### config.mk
export PLATFORM = sky130hd
export DESIGN_NAME = alu_arbiter
export DESIGN_NICKNAME = d
export VERILOG_FILES = /design/src/rtl/alu_arbiter.sv
export SDC_FILE = /design/constraint.sdc
export NUM_CORES = 1
export LEC_CHECK = 0
export BUFFER_PORTS_ARGS = -buffer_cell sky130_fd_sc_hd__buf_4
export CAP_MARGIN = 20
export CORE_UTILIZATION = 23
export DETAILED_ROUTE_END_ITERATION = 10
export SLEW_MARGIN = 10
export SYNTH_ARGS = -nofsm -noshare
export SYNTH_HDL_FRONTEND = slang
export SYNTH_SLANG_ARGS = --single-unit
### constraint.sdc
create_clock -name clk -period 1.32 [get_ports clk]
set_input_delay 0.198 -clock clk [delete_from_list [all_inputs] [get_ports clk]]
set_output_delay 0.198 -clock clk [all_outputs]
set_load 0.01 [all_outputs]
### src/rtl/alu_arbiter.sv
// Two-port arbiter sharing one external combinational ALU; one op in flight.
// Latency: accept at T, EXEC at T+1, response valid from T+2; issue interval >= 3.
// Backpressure: req_ready only in IDLE; response held in RESP until owner's rsp_ready.
//
// Ports:
//   clk, rst_n                 clock, async active-low reset
//   req_valid/req_ready [1:0]  per-port request handshake
//   req_a/req_b [31:0]         {port1, port0} 16-bit operands
//   req_op [5:0]               {port1, port0} 3-bit ALU codes
//   rsp_valid/rsp_ready [1:0]  per-port response handshake (rsp_valid one-hot)
//   rsp_data/carry/zero        registered ALU result and flags
//   alu_a/alu_b/alu_code       operands to the shared ALU (from captured registers)
//   alu_out/carry/zero         combinational ALU result and flags
module alu_arbiter #(
    parameter int FIXED_PRI = 0
) (
    input  logic        clk,
    input  logic        rst_n,
    input  logic [1:0]  req_valid,
    output logic [1:0]  req_ready,
    input  logic [31:0] req_a,
    input  logic [31:0] req_b,
    input  logic [5:0]  req_op,
    output logic [1:0]  rsp_valid,
    input  logic [1:0]  rsp_ready,
    output logic [15:0] rsp_data,
    output logic        rsp_carry,
    output logic        rsp_zero,
    output logic [15:0] alu_a,
    output logic [15:0] alu_b,
    output logic [2:0]  alu_code,
    input  logic [15:0] alu_out,
    input  logic        alu_carry,
    input  logic        alu_zero
);

    typedef enum logic [1:0] {IDLE, EXEC, RESP} state_t;

    state_t      state;
    logic        owner;       // port whose operation is in flight
    logic        last;        // port served by the most recent accept
    logic [15:0] a_q;
    logic [15:0] b_q;
    logic [2:0]  op_q;
    logic [1:0]  grant;
    logic        win;

    // Winner selection. last==1 means port 1 was served last, so port 0 is
    // preferred on a tie. Gated by rst_n so req_ready drops the moment reset asserts.
    always_comb begin
        grant = 2'b00;
        win   = 1'b0;
        if (rst_n && state == IDLE) begin
            case (req_valid)
                2'b01: grant = 2'b01;
                2'b10: begin
                    grant = 2'b10;
                    win   = 1'b1;
                end
                2'b11: begin
                    if (FIXED_PRI != 0 || last) begin
                        grant = 2'b01;
                    end else begin
                        grant = 2'b10;
                        win   = 1'b1;
                    end
                end
                default: grant = 2'b00;
            endcase
        end
    end

    assign req_ready = grant;
    assign alu_a     = a_q;
    assign alu_b     = b_q;
    assign alu_code  = op_q;

    always_ff @(posedge clk or negedge rst_n) begin
        if (!rst_n) begin
            state     <= IDLE;
            owner     <= 1'b0;
            last      <= 1'b1;
            a_q       <= 16'h0000;
            b_q       <= 16'h0000;
            op_q      <= 3'b000;
            rsp_valid <= 2'b00;
            rsp_data  <= 16'h0000;
            rsp_carry <= 1'b0;
            rsp_zero  <= 1'b0;
        end else begin
            case (state)
                IDLE: begin
                    if (grant != 2'b00) begin
                        a_q   <= win ? req_a[31:16] : req_a[15:0];
                        b_q   <= win ? req_b[31:16] : req_b[15:0];
                        op_q  <= win ? req_op[5:3]  : req_op[2:0];
                        owner <= win;
                        last  <= win;
                        state <= EXEC;
                    end
                end
                EXEC: begin
                    rsp_data  <= alu_out;
                    rsp_carry <= alu_carry;
                    rsp_zero  <= alu_zero;
                    rsp_valid <= owner ? 2'b10 : 2'b01;
                    state     <= RESP;
                end
                RESP: begin
                    // Only the owner's rsp_ready completes the response.
                    if (rsp_ready[owner]) begin
                        rsp_valid <= 2'b00;
                        state     <= IDLE;
                    end
                end
                default: state <= IDLE;
            endcase
        end
    end

endmodule
* Word level (Yosys, flattened, before mapping)
Cells that the tools add are included.
Widths: inputs -> output; s select.
** Word-level totals
- Memories :: 0
- Bits in writable memories :: 0
- Flip-flop bits (word level) :: 59
- Logic and storage cells :: 41
- Bits of input ports :: 94
- Output and inout bits :: 57
- Bits in read-only memories :: 0
- Latch bits :: 0
** Operators by class
- Eq/ne operators :: 7
- Divide/modulo/power cells :: 0
- $lt $le $gt $ge :: 1
- Shift operators :: 0
- Mux-type cells :: 16
- Reductions and logical operators :: 7
- Multipliers :: 0
- $add $sub $neg :: 0
- Bitwise logic cells :: 0
** Operators with widths (number)
- $mux 16 :: 2
- $pmux 2 s3 :: 2
- $mux 2 :: 5
- $eq 2x2->1 const B :: 3
- $reduce_and 2->1 :: 3
- $eq 2x1->1 const B :: 2
- $mux 1 :: 4
- $pmux 2 s2 :: 1
- $reduce_bool 2->1 :: 2
- $mux 3 :: 1
- $logic_not 2->1 :: 1
- $lt 1x2->1 const B :: 1
- $ne 2x1->1 const B :: 1
- $ne 2x2->1 const B :: 1
- $pmux 1 s2 :: 1
- $logic_and 1x1->1 :: 1

* Logic depth before layout (Yosys ltp)
Gate-level depths: netlist (run 1).
- Depth in word-level cells :: 6
- Gate-level depth with buffers :: 6
- Depth with buffers taken out :: 3

* Worst setup path before layout (run 1)
OpenSTA, ideal clock, no wires.
- Path kind :: reg2reg
- Start point :: reg state[1]
- End point :: reg b_q[15] (netlist: alu_b[15])
- Cell stages (with the launch flop) :: 6
- Arrival time :: 1.270 ns
- Buffers on the path :: 2
- Setup slack :: -0.079 ns
- Data required time :: 1.191 ns
- Cell sequence :: dfrtp_1 > or3b_1 > buf_6 > buf_6 > o21ai_2 > a31oi_2
** On the way
- Cells in the longest elaborated chain, start to end :: 5
** RTL lines
- start, declared :: RTL line 39 : state_t state;
- start signal, assigned :: RTL line 80 : state <= IDLE;
- start signal, assigned :: RTL line 99 : state <= EXEC;
- start signal, assigned :: RTL line 107 : state <= RESP;
- $logic_not 2->1 (*) :: RTL line 53, 91
- $logic_and 1x1->1 :: RTL line 53 : if (rst_n && state == IDLE) begin
- $mux 2 :: RTL line 53
- $reduce_bool 2->1 :: RTL line 93 : if (grant != 2'b00) begin
- $reduce_and 2->1 (no line)
- end signal, assigned :: RTL line 95 : b_q <= win ? req_b[31:16] : req_b[15:0];
- end, declared :: RTL line 43 : logic [15:0] b_q;
Mark *: on every way between the ends. The rest lies on a longest branch, timed or not.
A chain may end at the register's enable or synchronous reset.

* Worst setup path in the final report (run 1)
- Start point :: reg state[0]
- End point :: out req_ready[1]
** On the way
- Cells in the longest elaborated chain, start to end :: 3
** RTL lines
- $logic_not 2->1 :: RTL line 53
- $logic_and 1x1->1 :: RTL line 53
- $mux 2 :: RTL line 53
- end, declared :: RTL line 20 : output logic [1:0] req_ready,
No other way between the ends.

==> out/qor.txt, run 1 <==
================================================================================
Filler cell count .................................................         1210
Maximum Capacitance Violations ....................................            0
Master of the slowest instance on the critical path ............... sky130_fd_sc_hd__or3b_4
Delay of the slowest critical-path stage ..........................      0.43 ns
Type of the worst setup path ......................................      reg2out
WL/cell ...........................................................      16.1 µm
Ranking of synthesized cells by area .............................. sky130_fd_sc_hd__dfrtp_1 51%, sky130_fd_sc_hd__a31oi_1 7.5%, sky130_fd_sc_hd__mux2_2 7.2%, sky130_fd_sc_hd__a21oi_1 6.9%, sky130_fd_sc_hd__nand3_1 6.4%
Grt ovf ...........................................................            0
Number of flops mapped to enable cells by yosys ...................            0
Final Core Density ................................................        39.6%
Post-synth top area cell .......................................... sky130_fd_sc_hd__dfrtp_1
Remaining antenna violation count after routing ...................            0
CP cell instances ................................................. or3b_4 -> buf_12 -> nor2_4 -> buf_6
Clock tree from TritonCTS .........................................        built
DRC marker count from the first detailed-route iteration ..........          103
Dominant register cell in the synthesized netlist ................. sky130_fd_sc_hd__dfrtp_1
Height of the die .................................................       113 µm
Via count .........................................................         2859
Clock Latency Late Sink ...........................................      0.32 ns
Antenna fix cells .................................................            0
Gpl congestion ....................................................        0.679
Result of the run ................................................. finished with violations
Worst-case clock skew .............................................   0.00726 ns
Kind of cell with the highest combined delay on the critical path . simple AND/OR/NAND/NOR gates
Final count of pins violating max slew ............................            0
Std-Cell Core Area ................................................   0.0120 mm²
Commonest non-fill, non-tap cells in the layout ................... 165 x sky130_fd_sc_hd__buf_4, 58 x sky130_fd_sc_hd__dfrtp_1, 38 x sky130_fd_sc_hd__a21oi_1, 36 x sky130_fd_sc_hd__nand3_1, 34 x sky130_fd_sc_hd__a31oi_1
Most common cell after layout, fill and taps aside ................ sky130_fd_sc_hd__buf_4
Detailed placement HPWL ...........................................      6320 µm
Number of buffers and inverters on the critical path ..............            2
I/O pins ..........................................................          151
Ratio of routed vias to standard cells ............................         4.83
Type of destination of the critical path ..........................  output port
Maximum fanout along the worst path ...............................            3
Achievable Freq ...................................................      588 MHz
Total track usage .................................................        15.1%
Clock transition at the registers of the reported paths ...........      0.05 ns
Share of post-route cells with drive strength above 1 .............        51.9%
Worst setup slack after layout ....................................    -0.381 ns
Net Count, Synth ..................................................          367
Setup Total Neg Slack .............................................    -16.28 ns
Type of origin of the critical path ...............................         flop
Final setup vio count .............................................           59
Pin count of the biggest net entering global routing ..............           34
Endpoints failing hold ............................................            0
Number of buffers inserted by port buffering ......................          150
Synth Cell Area ...................................................  0.00283 mm²
Min Tclk post-route ...............................................      1.70 ns
FF/Latch Area .....................................................  0.00148 mm²
Min-Delay Path Class ..............................................       in2reg
Cts bufs inserted .................................................            9
Maximum buffer depth of the clock tree ............................            2
Cell at the root of the clock tree ................................ sky130_fd_sc_hd__clkbuf_16
Register area share after synthesis ...............................        52.1%
Footprint of the multi-input gates ................................  0.00124 mm²
CTS H-tree depth ..................................................            3
Sink count of the clock tree ......................................           59
Unique cell type count in the Yosys netlist .......................           31
Final critical-path share of the clock period .....................         129%
Routed wire length ................................................      9510 µm
Data required time at the worst endpoint ..........................      1.12 ns
Total Die Area ....................................................   0.0128 mm²
Nets@finish .......................................................          534
Area added between synthesis and finish ...........................        68.0%
Share of synthesized flip-flops with an asynchronous set or reset .         100%
Synthesized area per cell .........................................     10.4 µm²
Unrepaired setup endpoints after global routing ...................         true
Number of iterations in the first detailed-routing pass ...........            5
Global-route wire length before repair ............................     14800 µm
Mapped Cells ......................................................          273
Synth warnings ....................................................            0
Via count of the first global-routing pass ........................         2832
Total power divided by cell area ..................................  2150 mW/mm²
Highest ir drop seen on vdd .......................................     0.668 mV
Number of rows in the core area ...................................           40
Register bit total from synthesis .................................           59
# DRC .............................................................            0
Die boundary width ................................................       113 µm
Initial antenna violation count ...................................            0
Starting utilization of the core area .............................        23.6%
Share of Yosys cell area claimed by the top area cell type ........        51.2%
Worst Path Arrival ................................................      1.50 ns
Relative slew margins .............................................        71.2%
Static leakage ....................................................      2.14 nW
Violated checks ................................................... negative setup slack
Actual transition at the worst max-transition pin .................     0.431 ns
================================================================================
==> power breakdown <==
part / switching [mW] / internal [mW] / leakage [nW]
logic: 2.11 / 2.68 / 1.34
clock network: 0.795 / 1.37 / 0.137
registers: 0.562 / 2.71 / 0.669
==> sequential cells by signal (all words and copies together) (netlist names) <==
| register | count |
|---|---|
| alu_b | 16 |
| rsp_carry | 1 |
| last | 1 |
| rsp_valid | 2 |
| rsp_zero | 1 |
| owner | 1 |
| alu_code | 3 |
| state | 2 |
| rsp_data | 16 |
| alu_a | 16 |
==> routing by layer <==
metal	vias to the layer above	wire length (µm)	track usage [%]	share of wire [%]
li1	1354	-	-	-
met1	1368	4360	19.2	46
met2	128	4400	24.8	46
met3	9	621	3.37	6.5
met4	0	131	6.05	1.4
met5	-	0	0	0
==> cell families (layout without fill, tap and decap cells) <==
logic type	Yosys count	after routing	synth area share (%)
simple gates	47	47	9.23
mux	18	18	7.15
compound gates	118	118	24.3
buf+inv	31	203	7.20
flops	59	59	52.1
==> area by class of cell <==
| class | count | area share, % |
|---|---|---|
| inverters | 3 | 0.237 |
| well taps | 147 | 3.86 |
| repair buffers | 184 | 33.1 |
| clock buffers | 14 | 5.55 |
| multi-input cells | 183 | 26.0 |
| clock inverters | 2 | 0.210 |
| flip-flops and latches | 59 | 31.0 |
==> metrics by stage <==
step / cell area [µm²] / power (mW) / hold slack, ns / std cells / setup WS, ns
2_1_floorplan: 2830 / 5.32 / -0.0976 / 273 / -0.0780
3_3_place_gp: 4270 / 7.53 / 0.265 / 565 / -0.122
3_5_place_dp: 4270 / 7.64 / 0.274 / 565 / -0.163
4_1_cts: 4730 / 10.2 / -0.0744 / 591 / -0.372
5_1_grt: 4760 / 10.9 / 0.0766 / 592 / -0.445
6_report: 4760 / 10.2 / 0.0896 / 592 / -0.381
==> worst register-to-register path, cell delays in order, from the launching register on <==
cell and delay, ns:
sky130_fd_sc_hd__dfrtp_1 0.40, sky130_fd_sc_hd__buf_6 0.13, sky130_fd_sc_hd__nor3b_4 0.22, sky130_fd_sc_hd__buf_12 0.13, sky130_fd_sc_hd__buf_4 0.19, sky130_fd_sc_hd__and2_4 0.21
sky130_fd_sc_hd__buf_12 0.15, sky130_fd_sc_hd__a31oi_1 0.10
==> synthesized netlist by cell type (3+ instances only) <==
master                     number
sky130_fd_sc_hd__inv_1          3
sky130_fd_sc_hd__nand3_1       36
sky130_fd_sc_hd__o21ai_1       27
sky130_fd_sc_hd__a21oi_1       39
sky130_fd_sc_hd__buf_6          9
sky130_fd_sc_hd__mux2_2        18
sky130_fd_sc_hd__clkbuf_1       5
sky130_fd_sc_hd__buf_2         12
sky130_fd_sc_hd__a31oi_1       34
sky130_fd_sc_hd__o21ai_0        6
sky130_fd_sc_hd__a21o_1         3
sky130_fd_sc_hd__dfrtp_1       58
==> timing repair <==
item | in CTS | in global routing
gates cloned | 3 | 0
resized for setup | 14 | 15
hold endpoints to repair | 58 | 58
endpoints found under the setup margin | 60 | 60
buffers inserted | 9 | 2
pin swaps | 4 | 1
==> final timing paths <==
kind / start / to / slack [ns] / cells after the start
min in group asynchronous: rst_n / state[0] / 0.50 / 3
worst min-delay path: req_valid[0] / last / 0.09 / 2
worst max register to register: state[0] / alu_b[4] / -0.35 / 7
worst max-delay path: state[0] / req_ready[1] / -0.38 / 4
max in group asynchronous: rst_n / last / 0.45 / 3
worst min register to register: rsp_data[9] / rsp_data[9] / 0.50 / 1
Power figures use the tool's default switching activity.
==> run 2, diff against run 1 <==
- GPL_TIMING_DRIVEN: unset -> 0
==> run 2 against run 1 <==
Against the previous run:
- the flow finishes with violations (negative hold slack, negative setup slack)
- global-route usage grew 0.53 points
- fmax grew 0.64%
- die area is the same
- register-to-register slack gained 0.04 ns
- critical path type unchanged
- critical endpoint unchanged
- largest cell class unchanged
==> out/qor.txt, run 2 (synthesized netlist as in run 1, its figures left out) <==
=======================================================================
Worst-case clock skew ....................................   0.00794 ns   was 0.00726 ns
Final design instance area without fill ..................  0.00492 mm²   was 0.00476 mm²
Data required time at the worst endpoint .................      1.12 ns   about the same
Relative slew margins ....................................        63.5%   was 71.2%
Critical path origin .....................................     state[1]   was state[0]
Via count of the first global-routing pass ...............         2961   was 2832
WL/cell ..................................................      16.8 µm   was 16.1 µm
Number of rows in the core area ..........................           40   unchanged
Total power divided by cell area .........................  2140 mW/mm²   was 2150 mW/mm²
Cell depth of the worst flop-to-flop path ................            6   was 7
Switching power summed over all nets .....................      3.61 mW   was 3.47 mW
Cell at the root of the clock tree ....................... sky130_fd_sc_hd__clkbuf_16   unchanged
Type of origin of the critical path ......................         flop   unchanged
CTS H-tree depth .........................................            3   unchanged
Combinational share of power .............................        48.1%   was 46.9%
Most common cell after layout, fill and taps aside ....... sky130_fd_sc_hd__buf_4   unchanged
Launch point of the worst reg-to-reg path ................     state[1]   was state[0]
Type of the worst setup path .............................      reg2out   unchanged
Number of buffers inserted by port buffering .............          150   unchanged
Maximum Capacitance Violations ...........................            0   unchanged
Maximum fanout along the worst path ......................            3   unchanged
Clock tree from TritonCTS ................................        built   unchanged
# DRC ....................................................            0   unchanged
Commonest non-fill, non-tap cells in the layout .......... 157 x sky130_fd_sc_hd__buf_4, 56 x sky130_fd_sc_hd__dfrtp_1, 36 x sky130_fd_sc_hd__nand3_1, 36 x sky130_fd_sc_hd__a21oi_1, 34 x sky130_fd_sc_hd__a31oi_1   was 165 x sky130_fd_sc_hd__buf_4, 58 x sky130_fd_sc_hd__dfrtp_1, 38 x sky130_fd_sc_hd__a21oi_1, 36 x sky130_fd_sc_hd__nand3_1, 34 x sky130_fd_sc_hd__a31oi_1
Die boundary width .......................................       113 µm   unchanged
Capturing point of the worst reg2reg path ................    alu_b[15]   was alu_b[4]
Detailed placement HPWL ..................................      6680 µm   was 6320 µm
Result of the run ........................................ finished with violations   unchanged
Endpoints failing hold ...................................           58   was 0
Highest ir drop seen on vdd ..............................     0.641 mV   was 0.668 mV
Violated checks .......................................... negative hold slack, negative setup slack   was negative setup slack
Ratio of routed vias to standard cells ...................         4.84   was 4.83
Starting utilization of the core area ....................        23.6%   unchanged
Final critical-path share of the clock period ............         128%   was 129%
Clock transition at the registers of the reported paths ..      0.05 ns   about the same
Clock Latency Late Sink ..................................      0.32 ns   about the same
Total track usage ........................................        15.6%   was 15.1%
Final count of pins violating max slew ...................            0   unchanged
I/O pins .................................................          151   unchanged
Initial antenna violation count ..........................            0   unchanged
Static leakage ...........................................      2.21 nW   was 2.14 nW
Achievable Freq ..........................................      592 MHz   was 588 MHz
Gpl congestion ...........................................        0.705   was 0.679
Min Tclk post-route ......................................      1.69 ns   was 1.70 ns
Total Die Area ...........................................   0.0128 mm²   unchanged
Global-route wire length before repair ...................     15300 µm   was 14800 µm
Actual transition at the worst max-transition pin ........     0.548 ns   was 0.431 ns
Remaining antenna violation count after routing ..........            0   unchanged
Unrepaired setup endpoints after global routing ..........         true   unchanged
Total internal power .....................................      6.91 mW   was 6.76 mW
Area added between synthesis and finish ..................        73.6%   was 68.0%
Share of post-route cells with drive strength above 1 ....        58.4%   was 51.9%
Std-Cell Core Area .......................................   0.0120 mm²   unchanged
Post-Route Hold Slack ....................................    -0.186 ns   was 0.0896 ns
Flop-to-flop setup slack .................................     -0.31 ns   was -0.35 ns
DRC marker count from the first detailed-route iteration .           87   was 103
Cts bufs inserted ........................................            9   unchanged
Final setup vio count ....................................           57   was 59
Antenna fix cells ........................................            0   unchanged
Pin count of the biggest net entering global routing .....           62   was 34
Sequential group share of total power ....................        30.9%   was 32.0%
Via count ................................................         2899   was 2859
Routed wire length .......................................     10100 µm   was 9510 µm
Worst Path Arrival .......................................      1.49 ns   was 1.50 ns
Height of the die ........................................       113 µm   unchanged
Post-place instance area .................................  0.00414 mm²   was 0.00427 mm²
Number of iterations in the first detailed-routing pass ..            4   was 5
Min-Delay Path Class .....................................     in2async   was in2reg
Worst setup slack after layout ...........................    -0.370 ns   was -0.381 ns
Grt ovf ..................................................            0   unchanged
Sink count of the clock tree .............................           59   unchanged
Switching power as a share of total power ................        34.3%   was 33.9%
Maximum buffer depth of the clock tree ...................            2   unchanged
Final cell count without fillers .........................          599   was 592
Nets@finish ..............................................          542   was 534
Placed cells .............................................          570   was 565
Type of destination of the critical path .................  output port   unchanged
Filler cell count ........................................         1206   was 1210
Clock share of power .....................................        21.0%   was 21.1%
=======================================================================
## run 2: cell types whose count changed in the layout (fill, tap and decap cells not counted), sizes merged
cell	before	now
clkbuf	14	23
dlygate4sd3	1	0
bufbuf	1	0
## run 2: worst max-delay path, stage by stage (launching register included)
cell	delay [ns]
sky130_fd_sc_hd__dfrtp_2	0.42
sky130_fd_sc_hd__or3b_4	0.42
sky130_fd_sc_hd__buf_8	0.13
sky130_fd_sc_hd__nor2_4	0.08
sky130_fd_sc_hd__buf_6	0.11
## run 2: how the worst max path moves through the flow
| stage | end | cells after the start | slack, ns |
|---|---|---|---|
| 3_3_place_gp | alu_a[3] | 6 | -0.74 |
| 3_5_place_dp | alu_a[2] | 6 | -0.81 |
| 2_1_floorplan | alu_b[15] | 5 | -0.08 |
| 4_1_cts | req_ready[1] | 5 | -0.48 |
| 5_1_grt | req_ready[1] | 4 | -0.42 |
| 6_report | req_ready[1] | 4 | -0.37 |
## run 2: area by class of cell
cell class | count | area [µm²] | area share, %
sequential | 59 | 1480 | 30.1
tap | 147 | 184 | 3.74
inverter | 3 | 11.3 | 0.229
clock inverter | 2 | 10.0 | 0.204
clock buffer | 13 | 270 | 5.49
buffer | 27 | 265 | 5.39
multi-input combinational | 183 | 1370 | 27.8
timing repair buffer | 165 | 1330 | 27.1
## run 2: routing by layer
layer  GRT usage [%]  vias up  share of wire (%)
met3            3.91       10                6.0
met2            25.2      118                 48
met4            6.05        0                1.0
li1                -     1372                  -
met5               0        -                  0
met1            20.1     1399                 45
## run 2: what timing repair did
action | 4_1_cts | 5_1_grt
resized for setup | 63 | 41
gates cloned | 2 | 2
pin swaps | 3 | 11
endpoints found under the setup margin | 59 | 60
buffers inserted | 8 | 3
hold endpoints to repair | 58 | 58
## run 2: power by group through the flow
stage	logic, mW	clock network [mW]	registers, mW
4_1_cts	4.76	2.28	3.27
5_1_grt	5.45	2.36	3.38
6_report	5.06	2.21	3.25
3_5_place_dp	4.17	0	3.28
3_3_place_gp	4.12	0	3.24
2_1_floorplan	1.72	0	3.61
## run 2: stage by stage
step                setup slack [ns]  utilization [%]  power [mW]  hold WS [ns]  setup TNS, ns
finish                        -0.370             40.9        10.5        -0.186         -11.54
global route                  -0.424             40.9        11.2        -0.157         -15.02
CTS                           -0.478             39.2        10.3        -0.174          -9.71
detailed placement            -0.807             34.5        7.46         0.346         -31.09
global placement              -0.739             34.5        7.36         0.337         -28.69
floorplan                    -0.0780                -        5.32       -0.0976          -1.99
